## config.mk

```make
export PLATFORM = sky130hd
export DESIGN_NAME = conv_mac_engine_flat
export DESIGN_NICKNAME = d
export VERILOG_FILES = /design/src/rtl/conv_mac_engine_if.sv /design/src/rtl/conv_mac_engine.sv /design/src/flat_wrapper.sv
export SDC_FILE = /design/constraint.sdc
export NUM_CORES = 2
export LEC_CHECK = 0
export ABC_AREA = 1
export CAP_MARGIN = 40
export CORE_UTILIZATION = 25
export CTS_CLUSTER_SIZE = 28
export DETAILED_ROUTE_END_ITERATION = 12
export SYNTH_ARGS = -nofsm -noshare
export SYNTH_HDL_FRONTEND = slang
export SYNTH_SLANG_ARGS = --single-unit
```

## constraint.sdc

```tcl
create_clock -name Clk -period 16.8 [get_ports Clk]
set_input_delay 2.52 -clock Clk [delete_from_list [all_inputs] [get_ports Clk]]
set_output_delay 2.52 -clock Clk [all_outputs]
set_load 0.005 [all_outputs]
```

## src/rtl/conv_mac_engine_if.sv

```systemverilog
// Signal bundle for conv_mac_engine: weight load, sample stream, result handshake and status.
interface conv_mac_engine_if #(
    parameter int DATA_W = 16,
    parameter int TAPS   = 9,
    parameter int LANES  = 3
);
    localparam int ACC_W = 2*DATA_W + $clog2(TAPS);

    logic                    wValid;
    logic [LANES*DATA_W-1:0] wData;
    logic                    cStart;
    logic                    inValid;
    logic                    inReady;
    logic [DATA_W-1:0]       inData;
    logic                    sumValid;
    logic                    sumReady;
    logic [LANES*ACC_W-1:0]  sum;
    logic                    busy;
    logic                    FULL;
    logic                    EMPTY;
    logic                    satFlag;

    modport master (
        output wValid, wData, cStart, inValid, inData, sumReady,
        input  inReady, sumValid, sum, busy, FULL, EMPTY, satFlag
    );

    modport slave (
        input  wValid, wData, cStart, inValid, inData, sumReady,
        output inReady, sumValid, sum, busy, FULL, EMPTY, satFlag
    );
endinterface

```

## src/rtl/conv_mac_engine.sv

```systemverilog
// Streaming MAC engine: sample FIFO broadcast to LANES dot-product lanes of TAPS stored weights.
// Define MAC_SATURATE_EN to clamp each lane result to the 2*DATA_W signed range and raise satFlag.
module conv_mac_engine #(
    parameter int DATA_W     = 16,
    parameter int TAPS       = 9,
    parameter int LANES      = 3,
    parameter int FIFO_DEPTH = 16
) (
    input  logic             Clk,
    input  logic             Rst,
    conv_mac_engine_if.slave bus
);
    localparam int ACC_W = 2*DATA_W + $clog2(TAPS);
    localparam int PW    = 2*DATA_W;
    localparam int AW    = $clog2(FIFO_DEPTH);
    localparam int TW    = $clog2(TAPS);
    localparam logic [TW-1:0] LAST_TAP = TW'(TAPS-1);

    typedef enum logic {IDLE = 1'b0, RUN = 1'b1} state_t;

    state_t state_q, state_d;
    logic   busy_q, busy_d;
    logic   stop_q, stop_d;
    logic   wloaded_q, wloaded_d;
    logic [AW:0]   wr_ptr_q, wr_ptr_d, rd_ptr_q, rd_ptr_d;
    logic [TW-1:0] widx_q, widx_d, tap_cnt_q, tap_cnt_d;
    logic signed [DATA_W-1:0] fifo_q [FIFO_DEPTH];
    logic signed [DATA_W-1:0] fifo_d [FIFO_DEPTH];
    logic signed [DATA_W-1:0] weight_q [LANES][TAPS];
    logic signed [DATA_W-1:0] weight_d [LANES][TAPS];

    logic                     vld_p1_q, vld_p1_d, vld_p2_q, vld_p2_d;
    logic [TW-1:0]            tap_p1_q, tap_p1_d, tap_p2_q, tap_p2_d;
    logic signed [DATA_W-1:0] smp_p1_q, smp_p1_d;
    logic signed [PW-1:0]     prod_p2_q [LANES];
    logic signed [PW-1:0]     prod_p2_d [LANES];
    logic signed [ACC_W-1:0]  acc_q [LANES];
    logic signed [ACC_W-1:0]  acc_d [LANES];
    logic signed [ACC_W-1:0]  sum_q [LANES];
    logic signed [ACC_W-1:0]  sum_d [LANES];
    logic                     sum_valid_q, sum_valid_d;

    logic full, empty, push, pop, stall, accept;
    logic signed [PW-1:0]    op_a, op_b;
    logic signed [ACC_W-1:0] lane_res;

`ifdef MAC_SATURATE_EN
    localparam logic signed [ACC_W-1:0] SAT_MAX = {{(ACC_W-PW+1){1'b0}}, {(PW-1){1'b1}}};
    localparam logic signed [ACC_W-1:0] SAT_MIN = {{(ACC_W-PW+1){1'b1}}, {(PW-1){1'b0}}};

    logic sat_q, sat_d;

    function automatic logic sat_hit(input logic signed [ACC_W-1:0] v);
        return (v > SAT_MAX) || (v < SAT_MIN);
    endfunction

    function automatic logic signed [ACC_W-1:0] sat_clamp(input logic signed [ACC_W-1:0] v);
        if (v > SAT_MAX) return SAT_MAX;
        if (v < SAT_MIN) return SAT_MIN;
        return v;
    endfunction
`endif

    always_comb begin
        full   = (wr_ptr_q[AW] != rd_ptr_q[AW]) && (wr_ptr_q[AW-1:0] == rd_ptr_q[AW-1:0]);
        empty  = (wr_ptr_q == rd_ptr_q);
        stall  = sum_valid_q && !bus.sumReady;
        accept = sum_valid_q && bus.sumReady;
        push   = bus.inValid && !full;
        // A pending stop blocks further pops so the next window never starts.
        pop    = (state_q == RUN) && !empty && !stall && !stop_q;
    end

    always_comb begin
        fifo_d   = fifo_q;
        wr_ptr_d = wr_ptr_q;
        rd_ptr_d = rd_ptr_q;
        if (push) begin
            fifo_d[wr_ptr_q[AW-1:0]] = bus.inData;
            wr_ptr_d = wr_ptr_q + 1'b1;
        end
        if (pop) rd_ptr_d = rd_ptr_q + 1'b1;

        weight_d  = weight_q;
        widx_d    = widx_q;
        wloaded_d = wloaded_q;
        if (state_q == IDLE && bus.wValid) begin
            for (int l = 0; l < LANES; l++) begin
                weight_d[l][widx_q] = bus.wData[l*DATA_W +: DATA_W];
            end
            widx_d = (widx_q == LAST_TAP) ? '0 : widx_q + 1'b1;
            if (widx_q == LAST_TAP) wloaded_d = 1'b1;
        end

        state_d   = state_q;
        stop_d    = stop_q;
        tap_cnt_d = tap_cnt_q;
        case (state_q)
            IDLE: begin
                if (bus.cStart && wloaded_q) begin
                    state_d = RUN;
                    stop_d  = 1'b0;
                end
            end
            default: begin
                if (pop) begin
                    tap_cnt_d = (tap_cnt_q == LAST_TAP) ? '0 : tap_cnt_q + 1'b1;
                    if (tap_cnt_q == LAST_TAP && !bus.cStart) stop_d = 1'b1;
                end
                // Leave only once the final window has drained and its sum is taken.
                if (stop_q && !vld_p1_q && !vld_p2_q && accept) begin
                    state_d = IDLE;
                    stop_d  = 1'b0;
                end
            end
        endcase
        busy_d = (state_d != IDLE);
    end

    always_comb begin
        // c0 -> c1: popped sample and its tap index
        vld_p1_d = pop;
        tap_p1_d = tap_cnt_q;
        smp_p1_d = pop ? fifo_q[rd_ptr_q[AW-1:0]] : smp_p1_q;

        // c1 -> c2: per-lane products
        vld_p2_d = vld_p1_q;
        tap_p2_d = tap_p1_q;
        op_a     = {{DATA_W{smp_p1_q[DATA_W-1]}}, smp_p1_q};
        op_b     = '0;
        for (int l = 0; l < LANES; l++) begin
            op_b         = {{DATA_W{weight_q[l][tap_p1_q][DATA_W-1]}}, weight_q[l][tap_p1_q]};
            prod_p2_d[l] = vld_p1_q ? op_a * op_b : prod_p2_q[l];
        end

        // c2 -> c3: accumulate, load sum on the last tap
        sum_valid_d = accept ? 1'b0 : sum_valid_q;
`ifdef MAC_SATURATE_EN
        sat_d = sat_q;
`endif
        lane_res = '0;
        for (int l = 0; l < LANES; l++) begin
            acc_d[l] = acc_q[l];
            sum_d[l] = sum_q[l];
            if (vld_p2_q) begin
                lane_res = ((tap_p2_q == '0) ? '0 : acc_q[l])
                         + {{(ACC_W-PW){prod_p2_q[l][PW-1]}}, prod_p2_q[l]};
                acc_d[l] = lane_res;
                if (tap_p2_q == LAST_TAP) begin
`ifdef MAC_SATURATE_EN
                    sum_d[l] = sat_clamp(lane_res);
                    if (sat_hit(lane_res)) sat_d = 1'b1;
`else
                    sum_d[l] = lane_res;
`endif
                end
            end
        end
        if (vld_p2_q && tap_p2_q == LAST_TAP) sum_valid_d = 1'b1;
    end

    always_ff @(posedge Clk or negedge Rst) begin
        if (!Rst) begin
            state_q     <= IDLE;
            busy_q      <= 1'b0;
            stop_q      <= 1'b0;
            wloaded_q   <= 1'b0;
            wr_ptr_q    <= '0;
            rd_ptr_q    <= '0;
            widx_q      <= '0;
            tap_cnt_q   <= '0;
            vld_p1_q    <= 1'b0;
            vld_p2_q    <= 1'b0;
            tap_p1_q    <= '0;
            tap_p2_q    <= '0;
            smp_p1_q    <= '0;
            sum_valid_q <= 1'b0;
            for (int i = 0; i < FIFO_DEPTH; i++) fifo_q[i] <= '0;
            for (int l = 0; l < LANES; l++) begin
                for (int t = 0; t < TAPS; t++) weight_q[l][t] <= '0;
                prod_p2_q[l] <= '0;
                acc_q[l]     <= '0;
                sum_q[l]     <= '0;
            end
        end else begin
            state_q     <= state_d;
            busy_q      <= busy_d;
            stop_q      <= stop_d;
            wloaded_q   <= wloaded_d;
            wr_ptr_q    <= wr_ptr_d;
            rd_ptr_q    <= rd_ptr_d;
            widx_q      <= widx_d;
            tap_cnt_q   <= tap_cnt_d;
            vld_p1_q    <= vld_p1_d;
            vld_p2_q    <= vld_p2_d;
            tap_p1_q    <= tap_p1_d;
            tap_p2_q    <= tap_p2_d;
            smp_p1_q    <= smp_p1_d;
            sum_valid_q <= sum_valid_d;
            fifo_q      <= fifo_d;
            weight_q    <= weight_d;
            prod_p2_q   <= prod_p2_d;
            acc_q       <= acc_d;
            sum_q       <= sum_d;
        end
    end

`ifdef MAC_SATURATE_EN
    always_ff @(posedge Clk or negedge Rst) begin
        if (!Rst) sat_q <= 1'b0;
        else      sat_q <= sat_d;
    end
    assign bus.satFlag = sat_q;
`else
    assign bus.satFlag = 1'b0;
`endif

    always_comb begin
        bus.inReady  = !full;
        bus.FULL     = full;
        bus.EMPTY    = empty;
        bus.busy     = busy_q;
        bus.sumValid = sum_valid_q;
        bus.sum      = '0;
        for (int l = 0; l < LANES; l++) bus.sum[l*ACC_W +: ACC_W] = sum_q[l];
    end
endmodule
```

## src/flat_wrapper.sv

```systemverilog
// flat-port wrapper written by rule: the top's interface ports become plain ports
module conv_mac_engine_flat 
#(
    parameter int DATA_W     = 16,
    parameter int TAPS       = 9,
    parameter int LANES      = 3,
    parameter int FIFO_DEPTH = 16
)
  (Clk, Rst, bus_wValid, bus_wData, bus_cStart, bus_inValid, bus_inData, bus_sumReady, bus_inReady, bus_sumValid, bus_sum, bus_busy, bus_FULL, bus_EMPTY, bus_satFlag);
  conv_mac_engine_if #(.DATA_W(DATA_W), .TAPS(TAPS), .LANES(LANES)) bus_i ();
  input  logic Clk;
  input  logic Rst;
  input wire logic [$bits(bus_i.wValid)-1:0] bus_wValid;
  input wire logic [$bits(bus_i.wData)-1:0] bus_wData;
  input wire logic [$bits(bus_i.cStart)-1:0] bus_cStart;
  input wire logic [$bits(bus_i.inValid)-1:0] bus_inValid;
  input wire logic [$bits(bus_i.inData)-1:0] bus_inData;
  input wire logic [$bits(bus_i.sumReady)-1:0] bus_sumReady;
  output wire logic [$bits(bus_i.inReady)-1:0] bus_inReady;
  output wire logic [$bits(bus_i.sumValid)-1:0] bus_sumValid;
  output wire logic [$bits(bus_i.sum)-1:0] bus_sum;
  output wire logic [$bits(bus_i.busy)-1:0] bus_busy;
  output wire logic [$bits(bus_i.FULL)-1:0] bus_FULL;
  output wire logic [$bits(bus_i.EMPTY)-1:0] bus_EMPTY;
  output wire logic [$bits(bus_i.satFlag)-1:0] bus_satFlag;
  assign bus_i.wValid = bus_wValid;
  assign bus_i.wData = bus_wData;
  assign bus_i.cStart = bus_cStart;
  assign bus_i.inValid = bus_inValid;
  assign bus_i.inData = bus_inData;
  assign bus_i.sumReady = bus_sumReady;
  assign bus_inReady = bus_i.inReady;
  assign bus_sumValid = bus_i.sumValid;
  assign bus_sum = bus_i.sum;
  assign bus_busy = bus_i.busy;
  assign bus_FULL = bus_i.FULL;
  assign bus_EMPTY = bus_i.EMPTY;
  assign bus_satFlag = bus_i.satFlag;
  conv_mac_engine #(.DATA_W(DATA_W), .TAPS(TAPS), .LANES(LANES), .FIFO_DEPTH(FIFO_DEPTH)) u_core (.Clk(Clk), .Rst(Rst), .bus(bus_i));
endmodule
```

# After elaboration in Yosys (flattened, before gate mapping)
# Cells that the tools add are included.
[op_classes]
add_sub_neg = 7
multipliers = 3
n_lt_le_gt_ge = 6
n_eq_ne = 8
n_mux = 35
n_bitwise = 5
reduce_logical = 31
[op_table]
columns = ["op", "count"]
rows = [
  ["$bwmux W144", 3],
  ["$bmux W16 S4", 4],
  ["$bwmux W256", 1],
  ["$mux W16", 10],
  ["$demux W16 S4", 2],
  ["$add A36 B36 Y36", 3],
  ["$mux W36", 3],
  ["$mul A16 B16 Y32", 3],
  ["$ge A5 B5 Y1 const B", 4],
  ["$not A4 Y5", 4],
  ["$logic_and A1 B1 Y1", 16],
  ["$eq A4 B4 Y1 const B", 3],
  ["$add A5 B1 Y5 const B", 2],
  ["$lt A5 B1 Y1 const B", 2],
  ["$mux W1", 10],
  ["$add A4 B1 Y4 const B", 2],
  ["$logic_not A1 Y1", 8],
  ["$mux W4", 2],
  ["$ne A3 B3 Y1 const B", 2],
  ["$reduce_and A2 Y1", 3],
  ["$eq A5 B5 Y1", 1],
  ["$eq A4 B4 Y1", 1],
  ["$logic_not A4 Y1", 1],
  ["$reduce_bool A2 Y1", 2],
  ["3 further kinds", 3],
]
[word_totals]
regBits = 1048
inputBits = 70
output_inout_bits = 114
wordCells = 160

# Depth between registers and ports, before layout
[depth]
ltp_word = 8
mapped_depth = 37
depth_no_buf = 33

# Worst setup path before layout
# Ideal clock, no wire load.
[synth_path]
path_type = "register -> register"
start = "register u_core.tap_p1_q[0]"
end = "register u_core.prod_p2_q[26] in the netlist's numbering"
setup_time_ps = 118
arrival_time_ps = 6083
t_required_ps = 16682
path_slack_ps = 10599
path_stages_with_launch = 28
n_path_buf = 3
cell_sequence = "dfrtp_1 buf_4 buf_4 buf_2 nor2_1 o22ai_1 o211ai_1 o21ai_2 inv_2 nor2_1 fa_1 fa_1 fa_1 fa_1 fa_1 inv_1 fa_1 inv_1 ha_1 nand2_1 nor2_1 inv_1 nor3_1 nand3_1 nand3_1 nand2_1 nand3_1 nand2_1"
[synth_between]
elab_chain_len = 5
[synth_rtl]
columns = ["element", "line", "source"]
rows = [
  ["start, declared", "conv_mac_engine.sv:33", "logic [TW-1:0] tap_p1_q, tap_p1_d, tap_p2_q, tap_p2_d;"],
  ["start signal, assigned", "conv_mac_engine.sv:196", "tap_p1_q <= tap_p1_d;"],
  ["$not A4 Y5 (not written as such)", "conv_mac_engine.sv:132", "op_b = {{DATA_W{weight_q[l][tap_p1_q][DATA_W-1]}}, weight_q[l][tap_p1_q]};"],
  ["$bmux W16 S4", "conv_mac_engine.sv:132", ""],
  ["$mux W16 (not written as such) (2 in series)", "conv_mac_engine.sv:132", ""],
  ["$mul A16 B16 Y32", "conv_mac_engine.sv:133", "prod_p2_d[l] = vld_p1_q ? op_a * op_b : prod_p2_q[l];"],
  ["end signal, assigned", "conv_mac_engine.sv:202", "prod_p2_q <= prod_p2_d;"],
  ["end, declared", "conv_mac_engine.sv:35", "logic signed [PW-1:0] prod_p2_q [LANES];"],
]
# Every way passes these cells. The select of a mux whose other input is x is not followed.
# A chain may end at the register's enable or synchronous reset.

# Final worst setup path
[layout_path]
start = "register u_core.tap_p1_q[1]"
end = "register u_core.prod_p2_q[26] in the netlist's numbering"
# The elaborated chain is that of the path after synthesis.

==> out/summary.txt <==
STA
----------------------------------------------------------------------------------------------------
Actual transition at the worst max-transition pin                                            1040 ps
Final period demand of the worst path                                                        8550 ps
F_max                                                                                      0.117 GHz
Final number of max-transition violations                                                          0
Final count of hold timing violations                                                              0
Clk_skew                                                                                      102 ps
Setup repair after global routing missed its margin                                            false
Setup TNS                                                                                       0 ps
Headroom to the max-slew limit                                                                 30.8%
Post-layout worst setup margin                                                               8250 ps
Fin crit share                                                                                 50.9%
Number of setup violations in the final report                                                     0

CRITICAL PATH
----------------------------------------------------------------------------------------------------
Critical path launch point type                                                             register
Worst reg2reg path depth                                                                          29
Setup Crit Path Kind                                                                    register to register
Data arrival time at the worst-slack endpoint                                                9130 ps
CP max stage cell                                                                       sky130_fd_sc_hd__fa_1
Required time at the endpoint of the critical path                                          17390 ps
Worst setup EP type                                                                         register
FF-to-FF Start                                                                          u_core.tap_p1_q[1]
R2R Path End                                                                            u_core.prod_p2_q[26]
Maximum fanout encountered on the critical timing path                                            61
Worst path max stage delay                                                                    800 ps
Setup slack of the worst register-to-register path                                           8250 ps
CP dominant cell by count                                                               sky130_fd_sc_hd__fa_1

FLOORPLANNING
----------------------------------------------------------------------------------------------------
Die Width                                                                                     580 um
Row cnt                                                                                          211
Die Outline Area                                                                         337000 um^2
Effective utilization at floorplan                                                             25.2%
I/O pin total                                                                                    184
Floorplan die height                                                                          580 um
Area inside the core boundary                                                            332000 um^2

SYNTHESIS
----------------------------------------------------------------------------------------------------
Instance count of the mapped netlist                                                           10700
Number of distinct library cells after synthesis                                                  50
Flops & latches, synth                                                                          1048
Net count of the mapped netlist                                                                11900
Netlist area before placement                                                             83600 um^2
Mean area per synthesized cell                                                             7.81 um^2
Sequential share of the synthesized area                                                       31.4%
Warning count from the yosys run                                                                   0

CTS
----------------------------------------------------------------------------------------------------
Number of post-CTS setup repair buffers                                                            0
Clock latency at the later pin of the worst-skew pair                                         800 ps
Maximum clock path buffer count                                                                    3
Hold-fix buffers, CTS                                                                              0
H-tree levels                                                                                      3
Root buffer selected by CTS                                                             sky130_fd_sc_hd__clkbuf_16
Sinks on the clock net                                                                          1048
Post-cts sizing count                                                                              0
CTS Buf Count                                                                                    109
Clock-pin slew reported for the worst setup and hold paths after clock tree synthesis          60 ps
Clock tree from TritonCTS                                                                      built

CELLS AND AREA
----------------------------------------------------------------------------------------------------
Register area                                                                             26200 um^2
Footprint of the multi-input gates                                                        48700 um^2
Ratio of cells with drive above 1 in the final layout                                          4.15%
Net count reported at finish                                                                   11900
Growth of design area from synthesis to finish                                                 12.3%
Fill cell instance count of the final layout                                                   35900
Final non-filler cell area                                                                93800 um^2

DRT
----------------------------------------------------------------------------------------------------
Drt wl/cell                                                                                  17.3 um
Drt drc                                                                                            0
Iteration count of the initial detailed-routing pass                                               6
Vias after detailed routing                                                                    69700
Via/cell ratio                                                                                  4.62
DR iter-0 viols                                                                                 6008
Final antenna-violating net count                                                                  0
Final routed wirelength across all metal layers                                            261000 um

GLOBAL ROUTE
----------------------------------------------------------------------------------------------------
Final global-route overflow total                                                                  0
Overall Global Routing Usage                                                                   15.4%
Via count of the first global-routing pass                                                     69000
Largest net degree at the start of global routing                                                154
Wire length of the first global-routing pass                                               410000 um
Initial antenna violation count                                                                   33

JOB
----------------------------------------------------------------------------------------------------
Max-cap violations                                                                                 0

HOLD PATH
----------------------------------------------------------------------------------------------------
Cell depth of the worst hold path                                                                  0
Class of the tightest hold or removal check                                             register to register
Launch instance of the worst min-delay path                                             u_core.tap_cnt_q[2]
Endpoint with the worst hold slack                                                      u_core.tap_p1_q[2]

PLACED DESIGN
----------------------------------------------------------------------------------------------------
Port-buffer cells                                                                                182
Placed standard-cell area                                                                 90000 um^2
Placer congestion estimate                                                                     0.928
HPWL reported at the end of detailed placement                                             191000 um
Post-placement setup slack                                                                   8390 ps

OUTCOME
----------------------------------------------------------------------------------------------------
Run status                                                                                 completed

[cell families (layout without fill, tap and decap cells)]
group,Yosys count,count (layout),synth area share [%]
AO/OA/AOI/OAI,1738,1738,11.1
adder cells (fa/ha/maj),1151,1151,24.3
flip-flops,1048,1048,31.4
buffers and inverters,2199,2220,10.5
other,1,5,0.00449
AND/OR/NAND/NOR,4470,4470,21.6
XOR/XNOR,97,97,1.02
[synthesized netlist by cell type, drive strengths merged]
cell    count  share of area, %
nand3b     42              0.38
o21a        3             0.027
clkinv     10             0.045
nor3b       1            0.0090
o221ai     64              0.67
nand4      80              0.74
and2        4             0.030
xor2       32              0.34
nor3       46              0.28
dfrtp    1048                31
o211ai     17              0.16
a21o        3             0.027
a21oi     385               2.3
a22oi       4             0.036
a21boi      2             0.018
a31oi      21              0.16
o22ai      48              0.36
clkbuf    284               1.3
o21ai    1145               7.0
buf       200               1.5
o31ai       4             0.036
ha        362               5.4
o21bai     42              0.38
nand2    2591                12
fa        789                19
nor4        4             0.030
xnor2      65              0.68
nor2     1193               5.4
nand3     489               2.9
or2        20              0.15
conb        1            0.0045
inv      1705               7.7
[final cells by class]
cell class,count,area share (%)
inverter,1715,6.88
multi-input combinational,7457,51.9
timing repair buffer,302,3.36
clock inverter,50,0.796
antenna,4,0.0107
tap,4366,5.82
sequential,1048,28.0
clock buffer,153,3.31
[metal layers]
| layer | part of all wire [%] | up-vias | track usage, % |
|---|---|---|---|
| met2 | 43 | 2259 | 23.8 |
| met4 | 2.9 | 30 | 4.30 |
| met5 | 0.069 | - | 0 |
| li1 | - | 33200 | - |
| met1 | 47 | 33800 | 22.1 |
| met3 | 7.2 | 446 | 2.54 |
[state kept, by name, summed over array words and instances (netlist names)]
name and cells:
u_core.acc_q 108, u_core.bus.sum 108, u_core.bus.sumValid 1, u_core.fifo_q 256
u_core.prod_p2_q 96, u_core.rd_ptr_q 5, u_core.smp_p1_q 16, u_core.state_q 1
u_core.stop_q 1, u_core.tap_cnt_q 4, u_core.tap_p1_q 4, u_core.tap_p2_q 4
u_core.vld_p1_q 1, u_core.vld_p2_q 1, u_core.weight_q 432, u_core.widx_q 4
u_core.wloaded_q 1, u_core.wr_ptr_q 5
[through the flow]
| step | utilization (%) | hold WS (ps) | std cells |
|---|---|---|---|
| after floorplan | - | 349 | 10700 |
| after global placement | 27.0 | 361 | 14900 |
| after detailed placement | 27.1 | 359 | 14900 |
| after CTS | 28.3 | 424 | 15100 |
| after global routing | 28.3 | 433 | 15100 |
| final | 28.3 | 409 | 15100 |
[worst max-delay path by stage]
stage	startpoint	endpoint	slack [ps]	cells past startpoint
after floorplan	u_core.tap_p1_q[0]	u_core.prod_p2_q[26]	10600	27
after global placement	u_core.tap_p1_q[1]	u_core.prod_p2_q[31]	8460	28
after detailed placement	u_core.tap_p1_q[1]	u_core.prod_p2_q[31]	8390	28
after CTS	u_core.tap_p1_q[1]	u_core.prod_p2_q[26]	8360	29
after global routing	u_core.tap_p1_q[1]	u_core.prod_p2_q[59]	7810	27
final	u_core.tap_p1_q[1]	u_core.prod_p2_q[26]	8250	29
[worst max-delay path, delay by kind of cell, from the launching register on]
family / cells / cell delay [ps]
and+or+nand+nor: 12 / 1560
adders and majority gates: 7 / 3730
buffers and inverters: 8 / 1990
DFF: 1 / 760
AOI/OAI and AO/OA: 2 / 310
[cells in the final DEF (no fill, tap or decap), types with 15 or more instances in the layout]
cell,synthesis,routed
sky130_fd_sc_hd__buf_4,55,94
sky130_fd_sc_hd__o21ai_2,21,22
sky130_fd_sc_hd__o21ai_0,1019,1019
sky130_fd_sc_hd__o221ai_1,64,64
sky130_fd_sc_hd__buf_16,0,15
sky130_fd_sc_hd__inv_1,1665,1655
sky130_fd_sc_hd__nand3_1,486,481
sky130_fd_sc_hd__a31oi_1,21,21
sky130_fd_sc_hd__clkbuf_16,0,109
sky130_fd_sc_hd__o211ai_1,16,16
sky130_fd_sc_hd__nand2_1,2578,2578
sky130_fd_sc_hd__nand3b_1,42,42
sky130_fd_sc_hd__a21oi_1,385,385
sky130_fd_sc_hd__nor3_1,46,46
sky130_fd_sc_hd__dfrtp_1,1048,1041
sky130_fd_sc_hd__clkbuf_1,283,23
sky130_fd_sc_hd__o21bai_1,42,42
sky130_fd_sc_hd__or2_2,20,20
sky130_fd_sc_hd__clkbuf_8,0,21
sky130_fd_sc_hd__nor2_1,1186,1180
sky130_fd_sc_hd__o21ai_1,104,103
sky130_fd_sc_hd__ha_1,362,362
sky130_fd_sc_hd__clkdlybuf4s50_1,0,181
sky130_fd_sc_hd__xor2_1,32,32
sky130_fd_sc_hd__xnor2_1,65,65
sky130_fd_sc_hd__inv_2,38,44
sky130_fd_sc_hd__nand4_1,72,72
sky130_fd_sc_hd__o22ai_1,48,48
sky130_fd_sc_hd__fa_1,789,789
sky130_fd_sc_hd__clkinv_2,0,23
Power is not shown: default switching activity piles up to over one toggle a cycle in this logic, so the estimate is an artifact.
